`config.mk`:
```
export PLATFORM = sky130hd
export DESIGN_NAME = if_stage
export DESIGN_NICKNAME = d
export VERILOG_FILES = /design/src/rtl/if_stage.sv
export SDC_FILE = /design/constraint.sdc
export NUM_CORES = 1
export LEC_CHECK = 0
export ABC_AREA = 1
export ABC_CLOCK_PERIOD_IN_PS = 7900
export CORE_ASPECT_RATIO = 0.8
export CORE_MARGIN = 5
export CORE_UTILIZATION = 30
export CTS_BUF_LIST = sky130_fd_sc_hd__clkbuf_16
export DETAILED_ROUTE_END_ITERATION = 16
export GPL_ROUTABILITY_DRIVEN = 1
export GPL_TIMING_DRIVEN = 0
export PLACE_DENSITY = 0.56
export SETUP_SLACK_MARGIN = 0.5
export SLEW_MARGIN = 10
export SYNTH_ARGS = -nofsm -noshare
export SYNTH_HDL_FRONTEND = slang
export SYNTH_SLANG_ARGS = --single-unit
```
`constraint.sdc`:
```
create_clock -name clk -period 7.9 [get_ports clk]
set_input_delay 1.185 -clock clk [delete_from_list [all_inputs] [get_ports clk]]
set_output_delay 1.185 -clock clk [all_outputs]
set_load 0.02 [all_outputs]
```
`src/rtl/if_stage.sv`:
```
// rtl/if_stage.sv - instruction-fetch stage and 5-phase sequencer (f, r, x, m, w)
//
// Sequences the one-hot phase vector, fetches the instruction word over a
// req/ack handshake in phase f, latches it into ir, and advances or redirects
// the PC at the closing edge of phase w while counting retired instructions.
//
// Optional build macro: IF_TIMEOUT_EN
//   defined     : f gives up after TIMEOUT_CYC ack-less cycles, loads a NOP into
//                 ir and sets the sticky fetch_err flag.
//   not defined : f waits for ack indefinitely; fetch_err is tied to 0.
//
// Ports:
//   clk            in   rising-edge clock
//   rst            in   asynchronous active-high reset
//   phase[4:0]     out  one-hot phase (bit0=f .. bit4=w), 00000 = halted
//   ir[31:0]       out  latched instruction word
//   pc[31:0]       out  address of the current instruction
//   imem_req       out  fetch request (high throughout phase f)
//   imem_addr[31:0] out fetch address (= pc)
//   imem_rdata[31:0] in instruction data, valid with imem_ack
//   imem_ack       in   fetch complete
//   branch_taken   in   redirect request, sampled in phase w
//   branch_target[31:0] in redirect address, sampled in phase w
//   halt           in   stop request, sampled in phase w and while halted
//   instr_cnt[31:0] out retired-instruction count
//   fetch_err      out  sticky fetch-timeout flag

module if_stage #(
  parameter logic [31:0] RESET_PC    = 32'h0000_0000,
  parameter int          TIMEOUT_CYC = 16
) (
  input  logic        clk,
  input  logic        rst,
  output logic [4:0]  phase,
  output logic [31:0] ir,
  output logic [31:0] pc,
  output logic        imem_req,
  output logic [31:0] imem_addr,
  input  logic [31:0] imem_rdata,
  input  logic        imem_ack,
  input  logic        branch_taken,
  input  logic [31:0] branch_target,
  input  logic        halt,
  output logic [31:0] instr_cnt,
  output logic        fetch_err
);

  // The state encoding is the phase vector itself, so phase is registered.
  typedef enum logic [4:0] {
    PH_HALT = 5'b00000,
    PH_F    = 5'b00001,
    PH_R    = 5'b00010,
    PH_X    = 5'b00100,
    PH_M    = 5'b01000,
    PH_W    = 5'b10000
  } phase_t;

  phase_t state;

  assign phase     = state;
  assign imem_req  = (state == PH_F);
  assign imem_addr = pc;

  // Branch targets are word aligned; the low two target bits are dropped.
  logic unused_target_lsbs;
  assign unused_target_lsbs = &{1'b0, branch_target[1:0]};

  // A timeout of zero cycles has no meaning; such a configuration elaborates
  // to nothing distinguishable and is left to the integrator to avoid.
  if (TIMEOUT_CYC < 1) begin : g_timeout_cfg_invalid
  end

`ifdef IF_TIMEOUT_EN
  localparam int TO_W = $clog2(TIMEOUT_CYC + 1);
  localparam logic [TO_W-1:0] TO_LAST = TO_W'(TIMEOUT_CYC - 1);

  // Counts completed ack-less f cycles; zero on every entry to f because it
  // is cleared in every other phase.
  logic [TO_W-1:0] wait_cnt;
  logic            err_q;

  assign fetch_err = err_q;
`else
  assign fetch_err = 1'b0;
`endif

  always_ff @(posedge clk or posedge rst) begin
    if (rst) begin
      state     <= PH_F;
      pc        <= RESET_PC;
      ir        <= 32'h0000_0000;
      instr_cnt <= 32'h0000_0000;
`ifdef IF_TIMEOUT_EN
      wait_cnt  <= '0;
      err_q     <= 1'b0;
`endif
    end else begin
`ifdef IF_TIMEOUT_EN
      if (state != PH_F) begin
        wait_cnt <= '0;
      end
`endif
      case (state)
        PH_F: begin
          // An ack on the timeout edge wins: normal load, no error.
          if (imem_ack) begin
            ir    <= imem_rdata;
            state <= PH_R;
          end
`ifdef IF_TIMEOUT_EN
          else if (wait_cnt == TO_LAST) begin
            ir    <= 32'h0000_0000;
            err_q <= 1'b1;
            state <= PH_R;
          end else begin
            wait_cnt <= wait_cnt + 1'b1;
          end
`endif
        end
        PH_R: state <= PH_X;
        PH_X: state <= PH_M;
        PH_M: state <= PH_W;
        PH_W: begin
          pc        <= branch_taken ? {branch_target[31:2], 2'b00} : pc + 32'd4;
          instr_cnt <= instr_cnt + 32'd1;
          state     <= halt ? PH_HALT : PH_F;
        end
        PH_HALT: begin
          if (!halt) begin
            state <= PH_F;
          end
        end
        default: state <= PH_F;
      endcase
    end
  end

endmodule

```
==> results of run 1 <==
## through the flow
| step | instances | setup WS [ns] |
|---|---|---|
| finish | 1321 | 4.562 |
| global route | 1321 | 4.387 |
| CTS | 1321 | 4.502 |
| detailed placement | 1305 | 4.908 |
| global placement | 1304 | 2.229 |
| floorplan | 850 | 4.126 |
## cells by family after synthesis
| group | Yosys count | synth area share |
|---|---|---|
| AO/OA/AOI/OAI | 83 | 0.07490 |
| adder cells (fa/ha/maj) | 2 | 0.004279 |
| buffers and inverters | 133 | 0.1098 |
| flip-flops | 99 | 0.4239 |
| AND/OR/NAND/NOR | 509 | 0.3580 |
| XOR/XNOR | 19 | 0.02846 |
| other | 1 | 0.0006414 |
## critical path, stage by stage (launching register included)
cell and delay (ns):
dfrtp_1 0.43, nor2_4 0.21, nand4_4 0.20, clkbuf_1 0.26, inv_1 0.10, clkdlybuf4s50_1 0.60
## final cells by class
class | instances | area, sq um
buffer | 58 | 360.3
clock buffer | 9 | 225.2
clock inverter | 7 | 51.30
fill | 2010 | 10630
inverter | 75 | 286.5
multi-input combinational | 618 | 2741
sequential | 99 | 2479
tap | 258 | 322.8
timing repair buffer | 197 | 1989
## flip-flops by register name, summed over array words and instances (netlist names)
name and flops:
phase 5, ir 32, imem_addr 30, instr_cnt 32
## where the power goes
group	switching [mW]	internal, mW	total (mW)	leakage (nW)
clock	0.211	0.216	0.426	0.134
sequential	0.190	0.670	0.860	1.22
combinational	0.831	0.676	1.51	2.68
total	1.23	1.56	2.79	4.04
## placed cells by master (no fill, tap or decap), drive strengths merged, types with 2 or more instances in the layout
cell type	netlist	layout
nor2	127	127
a21oi	13	13
conb	1	5
dfrtp	98	98
nor4	2	2
nor3	7	7
buf	42	43
nand4	7	7
nand3	43	43
clkinv	0	4
inv	75	77
clkbuf	16	25
xnor2	8	8
ha	2	2
clkdlybuf4s50	0	196
nand2	312	312
nand3b	10	10
xor2	11	11
o21ai	65	65
## worst max-delay path by stage
| stage | endpoint | cells after the start | start |
|---|---|---|---|
| 2_1_floorplan | imem_addr[10] | 1 | rst |
| 3_3_place_gp | instr_cnt[9] | 2 | rst |
| 3_5_place_dp | imem_req | 5 | phase[2] |
| 4_1_cts | imem_req | 5 | phase[2] |
| 5_1_grt | imem_req | 5 | phase[2] |
| 6_report | imem_req | 5 | phase[2] |
## per-layer routing
layer,GRT usage,wire (microns)
met5,0,0
met2,0.2652,8327
met4,0.03344,175
met1,0.2417,9439
met3,0.07112,2048
==> impl_metrics.toml, run 1 <==
[timing]
fin_skew_ns = 0.005223
hold_viol_final = 0
fin_crit_ns = 3.338
worstMarginPinSlew_ns = 0.7403
slew_violations = 0
fmax_mhz = 299.5
fin_tns_setup_ns = 0
fin_crit_sh = 0.4226
setup_viol = 0
slew_headroom = 0.5065
rsz0062_at_grt = "no"
fin_hold_ws_ns = 0.4779

[route]
dr.pass1.iters = 5
drt_iter0_drc = 398
wl_per_cell_microns = 15.13
drc_errors = 0
viasPerCell = 4.504
ant_nets = 0
num_vias = 5950
routed_wl_mm = 19.99

[yosys]
ys_async_sr_fraction = 1.000
ys_warn_count = 0
postSynthAreaPerCell_sq_um = 6.911
syn_inst = 846
yosys-top-cells-count = "nand2_1, nor2_1, dfrtp_1"
syn_area_sq_mm = 0.005847
synthTopCellsByArea = "dfrtp_1, nand2_1, nor2_1"
synth-seq-cells = 99
yosysMostFrequentCell = "nand2_1"
synth-main-ff-cell = "dfrtp_1"
ys_types = 35
synth_sequential_area_ratio = 0.4239
synth_edf_count = 0
synth.largest_area_cell = "dfrtp_1"
yosysTopAreaCellShare = 0.4194

[outcome]
status = "completed"

[min_path]
hold_path_depth = 1
holdCritStartpoint = "instr_cnt[31]"
hold_class = "reg2reg"
min_to = "instr_cnt[31]"

[clock_tree]
cts_buffers = 9
ctsResizeCount = 0
cts_sinks = 99
root_buffer = "clkbuf_16"
worstSkewPairLatency_ns = 0.35
cts_buffer_depth = 2
cts_tree = "done"
clk_pin_slew_ns = 0.07
cts_hold_buf = 0
post-cts-setup-buffer-count = 0
htreeDepth = 3

[die]
fp-row-count = 45
die_x_microns = 166.1
die_area_sq_mm = 0.02240
ios = 204
die_h_microns = 134.9
coreArea_sq_mm = 0.01909
initial_core_util = 0.3063

[flow_run]
maxCapViolCount = 0

[critical_path]
cp.arrival_ns = 2.15
worstPathMaxFanout = 10
r2r_end = "imem_addr[22]"
rr_startpoint = "imem_addr[2]"
ff2ff_path_depth = 10
path_class = "reg2out"
required_ns = 6.71
startpoint_type = "register"
reg2reg_slack_ns = 5.79
critPathCaptureType = "primary output"

[grt]
grt.total_usage = 0.1762
grt_pass1_wl_mm = 31.48
grt_max_degree = 78
overflow = 0
first_global_vias = 5668
grt_antenna_before_repair = 0

[power]
total_power_mw = 2.794
vdd_drop_max_v = 0.0002224
powerDensity_mw_per_mm2 = 330.4
p_leak_nw = 4.039

[cells_and_area]
final_core_util = 0.4430
area.growth.synth_to_final_pct = 44.62
antennaDiodeCount = 0
drive_gt1_frac = 0.07432
final_area_sq_mm = 0.008456
final_net_count = 1129

[place]
io_buffer_count = 196
place_congestion = 0.8550
place.detailed.hpwl_mm = 15.25
postPlaceCellArea_sq_mm = 0.008179
Power figures use the tool's default switching activity.
==> inputs of run 2 (changes only) <==
--- a/config.mk
+++ b/config.mk
@@ -6,7 +6,7 @@
 export NUM_CORES = 1
 export LEC_CHECK = 0
 export ABC_AREA = 1
-export ABC_CLOCK_PERIOD_IN_PS = 7900
+export ABC_CLOCK_PERIOD_IN_PS = 2770
 export CORE_ASPECT_RATIO = 0.8
 export CORE_MARGIN = 5
 export CORE_UTILIZATION = 30
@@ -14,7 +14,7 @@
 export DETAILED_ROUTE_END_ITERATION = 16
 export GPL_ROUTABILITY_DRIVEN = 1
 export GPL_TIMING_DRIVEN = 0
-export PLACE_DENSITY = 0.56
+export PLACE_DENSITY = 0.58
 export SETUP_SLACK_MARGIN = 0.5
 export SLEW_MARGIN = 10
 export SYNTH_ARGS = -nofsm -noshare
==> constraint.sdc (replaced) <==
create_clock -name clk -period 2.77 [get_ports clk]
set_input_delay 0.4155 -clock clk [delete_from_list [all_inputs] [get_ports clk]]
set_output_delay 0.4155 -clock clk [all_outputs]
set_load 0.02 [all_outputs]
==> impl_metrics.toml, run 2 (synthesis gave the netlist of run 1 again) <==
[critical_path]
startpoint_type = "register"
ff2ff_path_depth = 10
critPathCaptureType = "primary output"
path_class = "reg2out"
reg2reg_slack_ns = 0.70
worstPathMaxFanout = 10
r2r_end = "imem_addr[26]"
rr_startpoint = "imem_addr[2]"
cp.arrival_ns = 1.68
required_ns = 2.35

[power]
clock_power_share = 0.151
powerDensity_mw_per_mm2 = 939.0
power_switching_mw = 3.516
pwr-share-seq = 0.307
internal-power_mw = 4.462
total_power_mw = 7.978
vdd_drop_max_v = 0.0006025
p_leak_nw = 4.053
combPwrFrac = 0.542
swShare = 0.4407

[clock_tree]
worstSkewPairLatency_ns = 0.36
cts_hold_buf = 0
cts_sinks = 99
htreeDepth = 3
cts_buffer_depth = 2
clk_pin_slew_ns = 0.07
cts_buffers = 9
cts_tree = "done"
root_buffer = "clkbuf_16"

[die]
die_area_sq_mm = 0.02240
ios = 204
coreArea_sq_mm = 0.01909
initial_core_util = 0.3063
die_x_microns = 166.1
fp-row-count = 45
die_h_microns = 134.9

[place]
place.detailed.hpwl_mm = 15.45
postPlaceCellArea_sq_mm = 0.008210
post-place-ws_ns = 0.5301
placedCellCount = 1307
io_buffer_count = 196
place_congestion = 0.8484

[timing]
rsz0062_at_grt = "no"
setup_viol = 0
fin_crit_sh = 0.7579
setup_ws_ns = 0.6707
hold_viol_final = 0
worstMarginPinSlew_ns = 0.7059
fin_hold_ws_ns = 0.4050
fin_skew_ns = 0.009524
fin_tns_setup_ns = 0
slew_violations = 0
slew_headroom = 0.5294
fin_crit_ns = 2.099
fmax_mhz = 476.3

[route]
viasPerCell = 4.505
wl_per_cell_microns = 15.17
dr.pass1.iters = 5
drt_iter0_drc = 389
drc_errors = 0
num_vias = 5965
routed_wl_mm = 20.09
ant_nets = 0

[grt]
grt_antenna_before_repair = 0
first_global_vias = 5467
grt_pass1_wl_mm = 31.06
grt_max_degree = 34
overflow = 0
grt.total_usage = 0.1748

[cells_and_area]
area.growth.synth_to_final_pct = 45.32
final_common_cell = "nand2_1"
final_core_util = 0.4452
antennaDiodeCount = 0
drive_gt1_frac = 0.07692
final_area_sq_mm = 0.008497
final_net_count = 1132
final_cell_mix = "nand2_1, clkdlybuf4s50_1, nor2_1, dfrtp_1, inv_1"
stdcell_count = 1324

[flow_run]
maxCapViolCount = 0

[min_path]
hold_class = "in2async"

[outcome]
status = "completed"
run 2: changes by cell type in the layout (fill, tap and decap cells not counted), sizes merged:
cell	previous run	this run
buf	43	46
clkdlybuf4s50	196	195
clkinv	4	0
clkinvlp	1	5
dlygate4sd2	0	1
run 2: metal layers:
| metal | vias up | GRT usage | part of all wire |
|---|---|---|---|
| li1 | 3032 | - | - |
| met4 | 0 | 0.04123 | 0.013 |
| met2 | 212 | 0.2566 | 0.42 |
| met1 | 2705 | 0.2422 | 0.47 |
| met3 | 16 | 0.06994 | 0.10 |
| met5 | - | 0 | 0 |
run 2: worst max-delay path, stage by stage, from the launching register on:
cell and delay, ns:
dfrtp_1 0.44, nor2_4 0.20, nand4_4 0.11, clkbuf_4 0.20, inv_1 0.06, dlygate4sd2_1 0.33
run 2: power groups by stage:
stage	Combinational (mW)	Clock (mW)	Sequential, mW
global route	4.72	1.30	2.54
CTS	4.37	1.25	2.46
global placement	4.32	0	2.46
detailed placement	4.33	0	2.47
floorplan	1.92	0	2.87
finish	4.33	1.20	2.45
run 2: final cells by class:
type / instances / area [sq um]
Fill cell: 1969 / 10590
Multi-Input combinational cell: 618 / 2746
Sequential cell: 99 / 2479
Timing Repair Buffer: 200 / 2028
Buffer: 58 / 364.1
Tap cell: 258 / 322.8
Inverter: 75 / 285.3
Clock buffer: 9 / 225.2
Clock inverter: 7 / 46.29
run 2: timing repair:
item / in CTS / in global routing
endpoints found under the setup margin: 1 / 3
cloned: 0 / 0
pin swaps: 1 / 0
buffers inserted: 1 / 0
hold endpoints to repair: 0 / 0
resized for setup: 3 / 1
run 2: worst max-delay path by stage:
stage	from	end	slack, ns	cells past startpoint
2_1_floorplan	imem_addr[3]	imem_addr[26]	1.07	10
3_3_place_gp	rst	imem_addr[26]	-0.06	2
3_5_place_dp	phase[2]	imem_req	0.53	5
4_1_cts	imem_addr[2]	imem_addr[26]	0.64	10
5_1_grt	phase[2]	imem_req	0.52	5
6_report	phase[2]	imem_req	0.67	5
